`config.mk`:
```
export PLATFORM = sky130hd
export DESIGN_NAME = mem_port_arbiter
export DESIGN_NICKNAME = d
export VERILOG_FILES = /design/src/rtl/mem_port_arbiter.sv
export SDC_FILE = /design/constraint.sdc
export NUM_CORES = 1
export LEC_CHECK = 0
export BUFFER_PORTS_ARGS = -buffer_cell sky130_fd_sc_hd__buf_2
export CAP_MARGIN = 10
export CORE_ASPECT_RATIO = 0.75
export CORE_MARGIN = 1
export CORE_UTILIZATION = 44
export DETAILED_ROUTE_END_ITERATION = 16
export PLACE_DENSITY = 0.82
export SETUP_SLACK_MARGIN = 0.2
export SLEW_MARGIN = 10
export SYNTH_ARGS = -nofsm -noshare
export SYNTH_HDL_FRONTEND = slang
export SYNTH_SLANG_ARGS = --single-unit
```
`constraint.sdc`:
```
create_clock -name clk -period 3.7 [get_ports clk]
set_input_delay 0.74 -clock clk [delete_from_list [all_inputs] [get_ports clk]]
set_output_delay 0.74 -clock clk [all_outputs]
set_load 0.02 [all_outputs]
```
`src/rtl/mem_port_arbiter.sv`:
```
// mem_port_arbiter: shares one mem_system port between fetch (read-only) and data (read/write); define MEM_ARB_RR_EN for round-robin instead of fixed data priority
module mem_port_arbiter #(
  parameter int ADDR_W         = 32,
  parameter int DATA_W         = 32,
  parameter int TIMEOUT        = 255,
  parameter int MAX_DATA_BURST = 4
) (
  input  logic              clk,
  input  logic              rst,
  input  logic              if_req,
  input  logic [ADDR_W-1:0] if_addr,
  output logic              if_valid,
  output logic [DATA_W-1:0] if_rdata,
  output logic              if_err,
  input  logic              d_req,
  input  logic              d_wr,
  input  logic [ADDR_W-1:0] d_addr,
  input  logic [DATA_W-1:0] d_wdata,
  output logic              d_valid,
  output logic [DATA_W-1:0] d_rdata,
  output logic              d_err,
  output logic              mem_en,
  output logic              mem_wr,
  output logic [ADDR_W-1:0] mem_addr,
  output logic [DATA_W-1:0] mem_wdata,
  input  logic              mem_valid,
  input  logic [DATA_W-1:0] mem_rdata,
  output logic              busy
);
  localparam logic [1:0] IDLE   = 2'd0;
  localparam logic [1:0] BUSY_I = 2'd1;
  localparam logic [1:0] BUSY_D = 2'd2;
  logic [1:0]  state;
  logic        wr_q;
  logic [15:0] tcnt;
  logic        grant_i, grant_d, done, tout;
`ifdef MEM_ARB_RR_EN
  logic last_d;
  assign grant_i = state == IDLE && if_req && (!d_req || last_d);
  // remember who was granted last so a contested arbitration alternates
  always_ff @(posedge clk or posedge rst)
    if (rst) last_d <= 1'b1;
    else if (grant_i || grant_d) last_d <= grant_d;
`else
  localparam int BW = $clog2(MAX_DATA_BURST + 2);
  logic [BW-1:0] burst;
  assign grant_i = state == IDLE && if_req && (!d_req || burst >= BW'(MAX_DATA_BURST));
  // count data grants made while fetch is waiting; a fetch grant restarts the count
  always_ff @(posedge clk or posedge rst)
    if (rst) burst <= '0;
    else if (grant_i) burst <= '0;
    else if (grant_d) burst <= if_req ? burst + 1'b1 : '0;
`endif
  assign grant_d   = state == IDLE && d_req && !grant_i;
  assign done      = state != IDLE && mem_valid;
  assign tout      = state != IDLE && !mem_valid && TIMEOUT != 0 && tcnt + 16'd1 == 16'(TIMEOUT);
  assign busy      = state != IDLE;
  assign mem_en    = busy;
  assign mem_wr    = busy && wr_q;
  assign if_valid  = done && state == BUSY_I;
  assign if_err    = tout && state == BUSY_I;
  assign d_valid   = done && state == BUSY_D;
  assign d_err     = tout && state == BUSY_D;
  assign if_rdata  = if_valid ? mem_rdata : '0;
  assign d_rdata   = d_valid ? mem_rdata : '0;
  // latch the winner's request at grant, hold it until completion or timeout
  always_ff @(posedge clk or posedge rst)
    if (rst) begin
      state     <= IDLE;
      wr_q      <= 1'b0;
      mem_addr  <= '0;
      mem_wdata <= '0;
      tcnt      <= '0;
    end else if (grant_i) begin
      state     <= BUSY_I;
      wr_q      <= 1'b0;
      mem_addr  <= if_addr;
      mem_wdata <= '0;
      tcnt      <= '0;
    end else if (grant_d) begin
      state     <= BUSY_D;
      wr_q      <= d_wr;
      mem_addr  <= d_addr;
      mem_wdata <= d_wdata;
      tcnt      <= '0;
    end else if (done || tout) begin
      state     <= IDLE;
    end else if (state != IDLE) begin
      tcnt      <= tcnt + 16'd1;
    end
endmodule

```
### Word-level counts from Yosys, hierarchy flattened

Index checks and enable logic that the tools add are counted.

| cells by class | value |
|---|---|
| reduce and logical (&&, ||, !) cells | 23 |
| $add $sub $neg | 2 |
| equal/unequal tests | 4 |
| order comparisons | 1 |
| multiplexer cells | 18 |

Operator list:

| operator | count |
|---|---|
| two-way mux 32 bit | 6 |
| two-way mux 16 bit | 4 |
| adder 16 x 1 -> 16 bit (second input constant) | 1 |
| == test 16 x 8 -> 1 bit (second input constant) | 1 |
| logical AND 1 bit | 12 |
| two-way mux 3 bit | 3 |
| two-way mux 2 bit | 3 |
| nonzero test 3 bit | 2 |
| nonzero test 2 bit | 2 |
| adder 3 x 1 -> 3 bit (second input constant) | 1 |
| >= comparator 3 bit (second input constant) | 1 |
| logical NOT 1 bit | 3 |
| inequality test 3 bit (second input constant) | 1 |
| == test 2 x 1 -> 1 bit (second input constant) | 1 |
| == test 2 bit (second input constant) | 1 |
| logical NOT 2 bit | 1 |
| logical OR 1 bit | 2 |
| two-way mux 1 bit | 2 |
| AND reduction 2 bit | 1 |

| storage, ports and cells | value |
|---|---|
| word-level logic and storage cells | 54 |
| register bits | 86 |

### Logic depth before layout (Yosys ltp)

Gate-level depths: netlist (run 1).

| logic depth | value |
|---|---|
| depth in word-level cells | 7 |
| mapped depth | 10 |
| depth with buffers taken out | 8 |

### Least setup slack after synthesis (run 1)

Ideal clock, no wire load.

| path | value |
|---|---|
| path kind | flip-flop to output port |
| start | register tcnt[0] |
| end | output d_err |
| path slack | 0.537 ns |
| cell stages (with the launch flop) | 9 |
| arrival time | 2.423 ns |
| required time | 2.960 ns |
| path through | dfrtp_1 ha_1 and3_1 buf_2 nand4_1 xor2_1 and4bb_4 nand3_1 nor4b_1 |

| between the ends | value |
|---|---|
| longest elaborated chain between the ends | 4 |

Ends and longest elaborated chain:

| element | RTL line | RTL |
|---|---|---|
| from (decl) | 35 | `logic [15:0] tcnt;` |
| from (signal assigned) | 89 | `tcnt <= tcnt + 16'd1;` |
| adder 16 x 1 -> 16 bit | 56 | `assign tout = state != IDLE && !mem_valid && TIMEOUT != 0 && tcnt + 16'd1 == 16'(TIMEOUT);` |
| == test 16 x 8 -> 1 bit | 56 |  |
| logical AND 1 bit | 56 |  |
| logical AND 1 bit | 63 | `assign d_err = tout && state == BUSY_D;` |
| to (decl) | 21 | `output logic d_err,` |

Every way passes these cells.

### Final worst setup path (run 1)

Same ends and word-level chain as after synthesis.

==> reports/results.tsv, run 1 <==
metric	value	unit
io_buffer_count	268	
maxCapViolCount	0	
instances_no_fill	861	
die_y	89.1	um
drtIter0Drc	225	
cts_hold_buf	0	
num_rows	31	
ys_ff_latch	86	
wire_per_inst	15.2	um
firstDrtPassIters	4	
setup.worst_path.class	reg2out	
synth.largest_area_cell	dfrtp_1	
yosysSeqAreaShare	0.484	
status	complete, no violations	
regArea	2150	um2
post-cts-setup-buffer-count	0	
cts-htree-levels	3	
synthesis.area	4450	um2
ir_drop	0.000435	V
synthArstFlopShare	1.00	
whs	0.369	ns
gp_congestion	0.905	
layout_commonest_cell	buf_2	
ys_types	44	
io_pins	269	
tightest_slew	1.15	ns
slew_viol_final	0	
synth_cells	474	
post-route-min-period	3.29	ns
nets	858	
finalPower	0.00396	W
start_util	0.457	
place.detailed.instances	841	
clockBufferDepth	2	
ys_warn_count	0	
vias	4453	
cts_root_buf	clkbuf_16	
syn_nets	611	
synth.top_cell.area_share	0.484	
cts.sink_count	86	
multi_input_area	2110	um2
cp-start-kind	flip-flop	
dieArea	10500	um2
final_antenna_net_count	0	
synth-edff-count	0	
cts_tree	yes	
avgSynthCellArea	9.39	um2
wl	13100	um
area_growth	38.8	%
crit_path_cell_trace	ha_2 -> and3_2 -> nand4_1 -> xor2_1 -> and4bb_4 -> nand3_1 -> nor4b_1 -> buf_2	
synth.area.top_cells	dfrtp_1, and2_1, nand2_1	
clk_latency	0.33	ns
grt_pass1_vias	3920	
mostFrequentLayoutCells	buf_2, dfrtp_1, nand2_1, and2_1, nor2_1	
fillers	804	
grt_max_degree	66	
post-route-period-util	0.889	
max_stage_delay	0.45	ns
final-hold-violation-count	0	
clock_skew	0.0114	ns
die_w	118	um
gr-usage-all-layers	0.232	
clock.fmax	304	MHz
rsz0062_at_grt	false	
dpl.hpwl	9960	um
route.detailed.drc	0	
grt_antenna_before_repair	3	
max-slew-margin-rel	0.232	
leakagePower	3.36	nW
finalSetupTns	0	ns
end_kind	output port	
grt_pass1_wl	19500	um
path_clk_slew	0.07	ns
viasPerCell	5.17	
layout-drive-gt1-share	0.424	
p_per_area	642	nW/um2
required	2.96	ns
gr-total-overflow	0	
synth_ff_type	dfrtp_1	
critPathMaxFanout	7	
core	9740	um2
cp_slowest_cell	dfrtp_1	
min-delay-path-class	in2async	
numCtsBuffers	9	
setup-violations-final	0	
cp.arrival	2.55	ns
[stage by stage]
step            util  worst slack [ns]  cell area [um2]
2_1_floorplan      -             0.537             4450
3_3_place_gp   0.599             0.732             5840
3_5_place_dp   0.599             0.639             5840
4_1_cts        0.630             0.268             6140
5_1_grt        0.635             0.205             6180
6_report       0.635             0.411             6180
[report_power, final]
part	internal, W	switching, W	leakage [nW]
sequential	0.00126	0.000195	1.09
clock	0.000478	0.000414	0.144
combinational	0.000594	0.00102	2.13
[state kept, by name (all words and copies together), names as in the netlist]
register   count
mem_addr      32
mem_wdata     32
wr_q           1
burst          3
tcnt          16
state          2
[worst paths after layout]
path | cells after the start | slack (ns) | start | endpoint
max in group asynchronous | 3 | 2.58 | rst | tcnt[5]
min in group clk | 1 | 0.50 | burst[0] | burst[0]
max | 8 | 0.41 | tcnt[0] | d_err
max reg2reg | 8 | 1.01 | tcnt[4] | tcnt[0]
min reg2reg | 1 | 0.50 | burst[0] | burst[0]
min | 2 | 0.37 | rst | mem_wdata[14]
[critical path, delay by kind of cell (launching register included)]
family                     cells  cell delay [ns]
xor gates and xnor gates       1             0.20
buffers and inverters          1             0.21
and+or+nand+nor                5             1.09
adders and majority gates      1             0.27
DFF                            1             0.45
[routing by layer]
layer,GRT usage,vias to the layer above,wire (um)
li1,-,2141,-
met1,0.297,2105,5360
met2,0.390,193,6480
met3,0.0612,14,1040
met4,0.0711,0,237
met5,0,-,0
[what timing repair did]
item	in CTS	in global routing
hold endpoints to repair	0	0
setup endpoints to repair	0	2
gates resized for setup	0	3
[layout make-up]
class / count / share of cell area
sequential: 86 / 0.348
multi-input combinational: 342 / 0.341
inverter: 6 / 0.00385
clock buffer: 9 / 0.0365
tap: 132 / 0.0267
timing repair buffer: 276 / 0.230
clock inverter: 7 / 0.0122
antenna: 3 / 0.00122
[synth_stat cells (3+ instances only)]
cell      count
a211o_1       4
a22o_1       34
a31oi_1      34
and2_1       68
and3_1        8
buf_2         3
buf_4         3
buf_6         4
clkbuf_1     29
dfrtp_1      86
ha_1          3
inv_1         6
mux2i_1       6
nand2_1      80
nand3_1      11
nand4_1       8
nor2_1       38
nor4_1        4
o21ai_0       5
xnor2_1       3
xor2_1        3
[kinds of logic after synthesis]
| group | synth area share |
|---|---|
| adders and majority gates | 0.00843 |
| DFF | 0.484 |
| xor gates and xnor gates | 0.0118 |
| AOI/OAI and AO/OA | 0.161 |
| and+or+nand+nor | 0.268 |
| muxes | 0.0186 |
| buffers and inverters | 0.0489 |
No activity file was read; power rests on OpenSTA's default activity.
==> run 2: changes to the inputs <==
--- a/config.mk
+++ b/config.mk
@@ -11,6 +11,7 @@
 export CORE_MARGIN = 1
 export CORE_UTILIZATION = 44
 export DETAILED_ROUTE_END_ITERATION = 16
+export MAX_ROUTING_LAYER = met4
 export PLACE_DENSITY = 0.82
 export SETUP_SLACK_MARGIN = 0.2
 export SLEW_MARGIN = 10
==> constraint.sdc (replaced) <==
create_clock -name clk -period 3.7 [get_ports clk]
set_input_delay 0.37 -clock clk [delete_from_list [all_inputs] [get_ports clk]]
set_output_delay 0.37 -clock clk [all_outputs]
set_load 0.02 [all_outputs]
==> run 2 against run 1 <==
  * Utilization down 0.23 points
  * Final cell count down 0.23%
  * Worst setup slack better by 0.084 ns
  * Routed wire length up 1.2%
  * Global-route usage up 1.4 points
  * Clock power up 1%
  * Critical path type unchanged
  * Critical endpoint is now if_err
  * Highest routed layer unchanged
==> reports/results.tsv, run 2 (synthesis results as in run 1) <==
metric	value	unit	change
cts.sink_count	86		unchanged
clk_latency	0.33	ns	about the same
io_pins	269		unchanged
layout_commonest_cell	buf_2		
post-route-period-util	0.866		-0.0228
finalSetupTns	0	ns	unchanged
clock.fmax	312	MHz	+2.6%
slew_viol_final	0		unchanged
grt_max_degree	66		unchanged
clockBufferDepth	2		unchanged
area_growth	38.3	%	
grt.busiest_layer	met2		
num_rows	31		unchanged
r2r_cells	9		+1
grt_pass1_vias	4057		+3.5%
grt_pass1_wl	19800	um	+1.3%
reg.largest.list	mem_addr (32), mem_wdata (32), tcnt (16)		
critPathMaxFanout	7		unchanged
vias	4435		-0.40%
gr-total-overflow	0		unchanged
gr-usage-all-layers	0.246		+0.0145
tightest_slew	1.17	ns	+0.0230 ns
gp_congestion	0.910		+0.56%
mostFrequentLayoutCells	buf_2, dfrtp_1, nand2_1, and2_1, nor2_1		
rsz0062_at_grt	false		
final-hold-violation-count	0		unchanged
instances_no_fill	859		-0.23%
clock_skew	0.00664	ns	-0.00479 ns
cp-start-kind	flip-flop		
grt_util_met3	0.0548		-0.00638
grt_antenna_before_repair	4		+1
wire_per_inst	15.5	um	+1.5%
maxCapViolCount	0		unchanged
dieArea	10500	um2	unchanged
route.detailed.drc	0		unchanged
grtUsageMet1	0.303		+0.00610
cts_hold_buf	0		unchanged
grt_use_met2	0.398		+0.00802
die_w	118	um	unchanged
nets	856		-0.23%
fillers	814		+1.2%
start_util	0.457		unchanged
viasPerCell	5.16		-0.17%
setup-violations-final	0		unchanged
die_y	89.1	um	unchanged
leakagePower	3.36	nW	-0.18%
max-slew-margin-rel	0.217		-0.0153
io_buffer_count	268		unchanged
min-delay-path-class	in2async		
cts-htree-levels	3		unchanged
path_clk_slew	0.07	ns	about the same
cp.arrival	2.83	ns	+0.28 ns
status	complete, no violations		
required	3.33	ns	+0.37 ns
cts_tree	yes		
final_antenna_net_count	0		unchanged
setup.worst_path.class	reg2out		
numCtsBuffers	9		unchanged
wl	13300	um	+1.2%
drtIter0Drc	207		-8.0%
cts_root_buf	clkbuf_16		
p_per_area	645	nW/um2	+0.55%
dpl.hpwl	10000	um	+0.49%
firstDrtPassIters	4		unchanged
post-cts-setup-buffer-count	0		unchanged
layout-drive-gt1-share	0.418		-0.00654
core	9740	um2	unchanged
postCtsResizedCells	0		unchanged
end_kind	output port		
post-route-min-period	3.20	ns	-0.0845 ns
place.detailed.instances	839		-0.24%
ir_drop	0.000415	V	-4.6%
==> run 2: changes by cell type in the layout (fill, tap and decap cells not counted), sizes merged <==
cell,previous run,this run
diode,3,4
bufinv,0,1
clkinv,4,2
buf,276,274
==> run 2: area by class of cell <==
class | count | area, um2 | share of cell area
Clock buffer | 9 | 225 | 0.0366
Sequential cell | 86 | 2150 | 0.350
Tap cell | 132 | 165 | 0.0268
Inverter | 6 | 25.0 | 0.00407
Multi-Input combinational cell | 342 | 2100 | 0.341
Antenna cell | 4 | 10.0 | 0.00163
Timing Repair Buffer | 274 | 1410 | 0.228
Clock inverter | 6 | 71.3 | 0.0116
==> run 2: routing by layer <==
| layer | routed length [um] | share of wire |
|---|---|---|
| met2 | 6660 | 0.50 |
| met5 | 0 | 0 |
| met3 | 836 | 0.063 |
| met4 | 235 | 0.018 |
| met1 | 5540 | 0.42 |
==> run 2: stage by stage <==
step	hold WS, ns	utilization	power [W]	instance area (um2)	setup slack [ns]
final	0.160	0.632	0.00397	6160	0.495
after global routing	0.242	0.632	0.00419	6160	0.280
after CTS	0.240	0.628	0.00399	6120	0.460
after detailed placement	0.489	0.598	0.00308	5820	0.831
after global placement	0.478	0.598	0.00303	5820	0.891
after floorplan	0.463	-	0.00248	4450	0.907
==> run 2: path summary, 6_finish.rpt <==
check,start,to,slack [ns]
setup / recovery,tcnt[1],if_err,0.50
max in group asynchronous,rst,mem_wdata[9],2.70
setup reg to reg,tcnt[1],tcnt[0],0.78
hold / removal,rst,mem_addr[21],0.16
min in group clk,d_wdata[1],mem_wdata[1],0.25
hold reg to reg,mem_wdata[0],mem_wdata[0],0.50
==> run 2: power by group <==
group	switching [W]	leakage [nW]	internal, W	total, W
logic	0.00102	2.13	0.000589	0.00161
registers	0.000202	1.09	0.00126	0.00146
clock network	0.000378	0.144	0.000527	0.000904
==> run 2: critical path, stage by stage, from the launching register on <==
cell and delay [ns]:
dfrtp_1 0.45, ha_1 0.30, and3_1 0.37, and3_1 0.23
nand4_1 0.10, a21oi_1 0.40, nand3_1 0.16, nor4b_1 0.27
buf_2 0.22
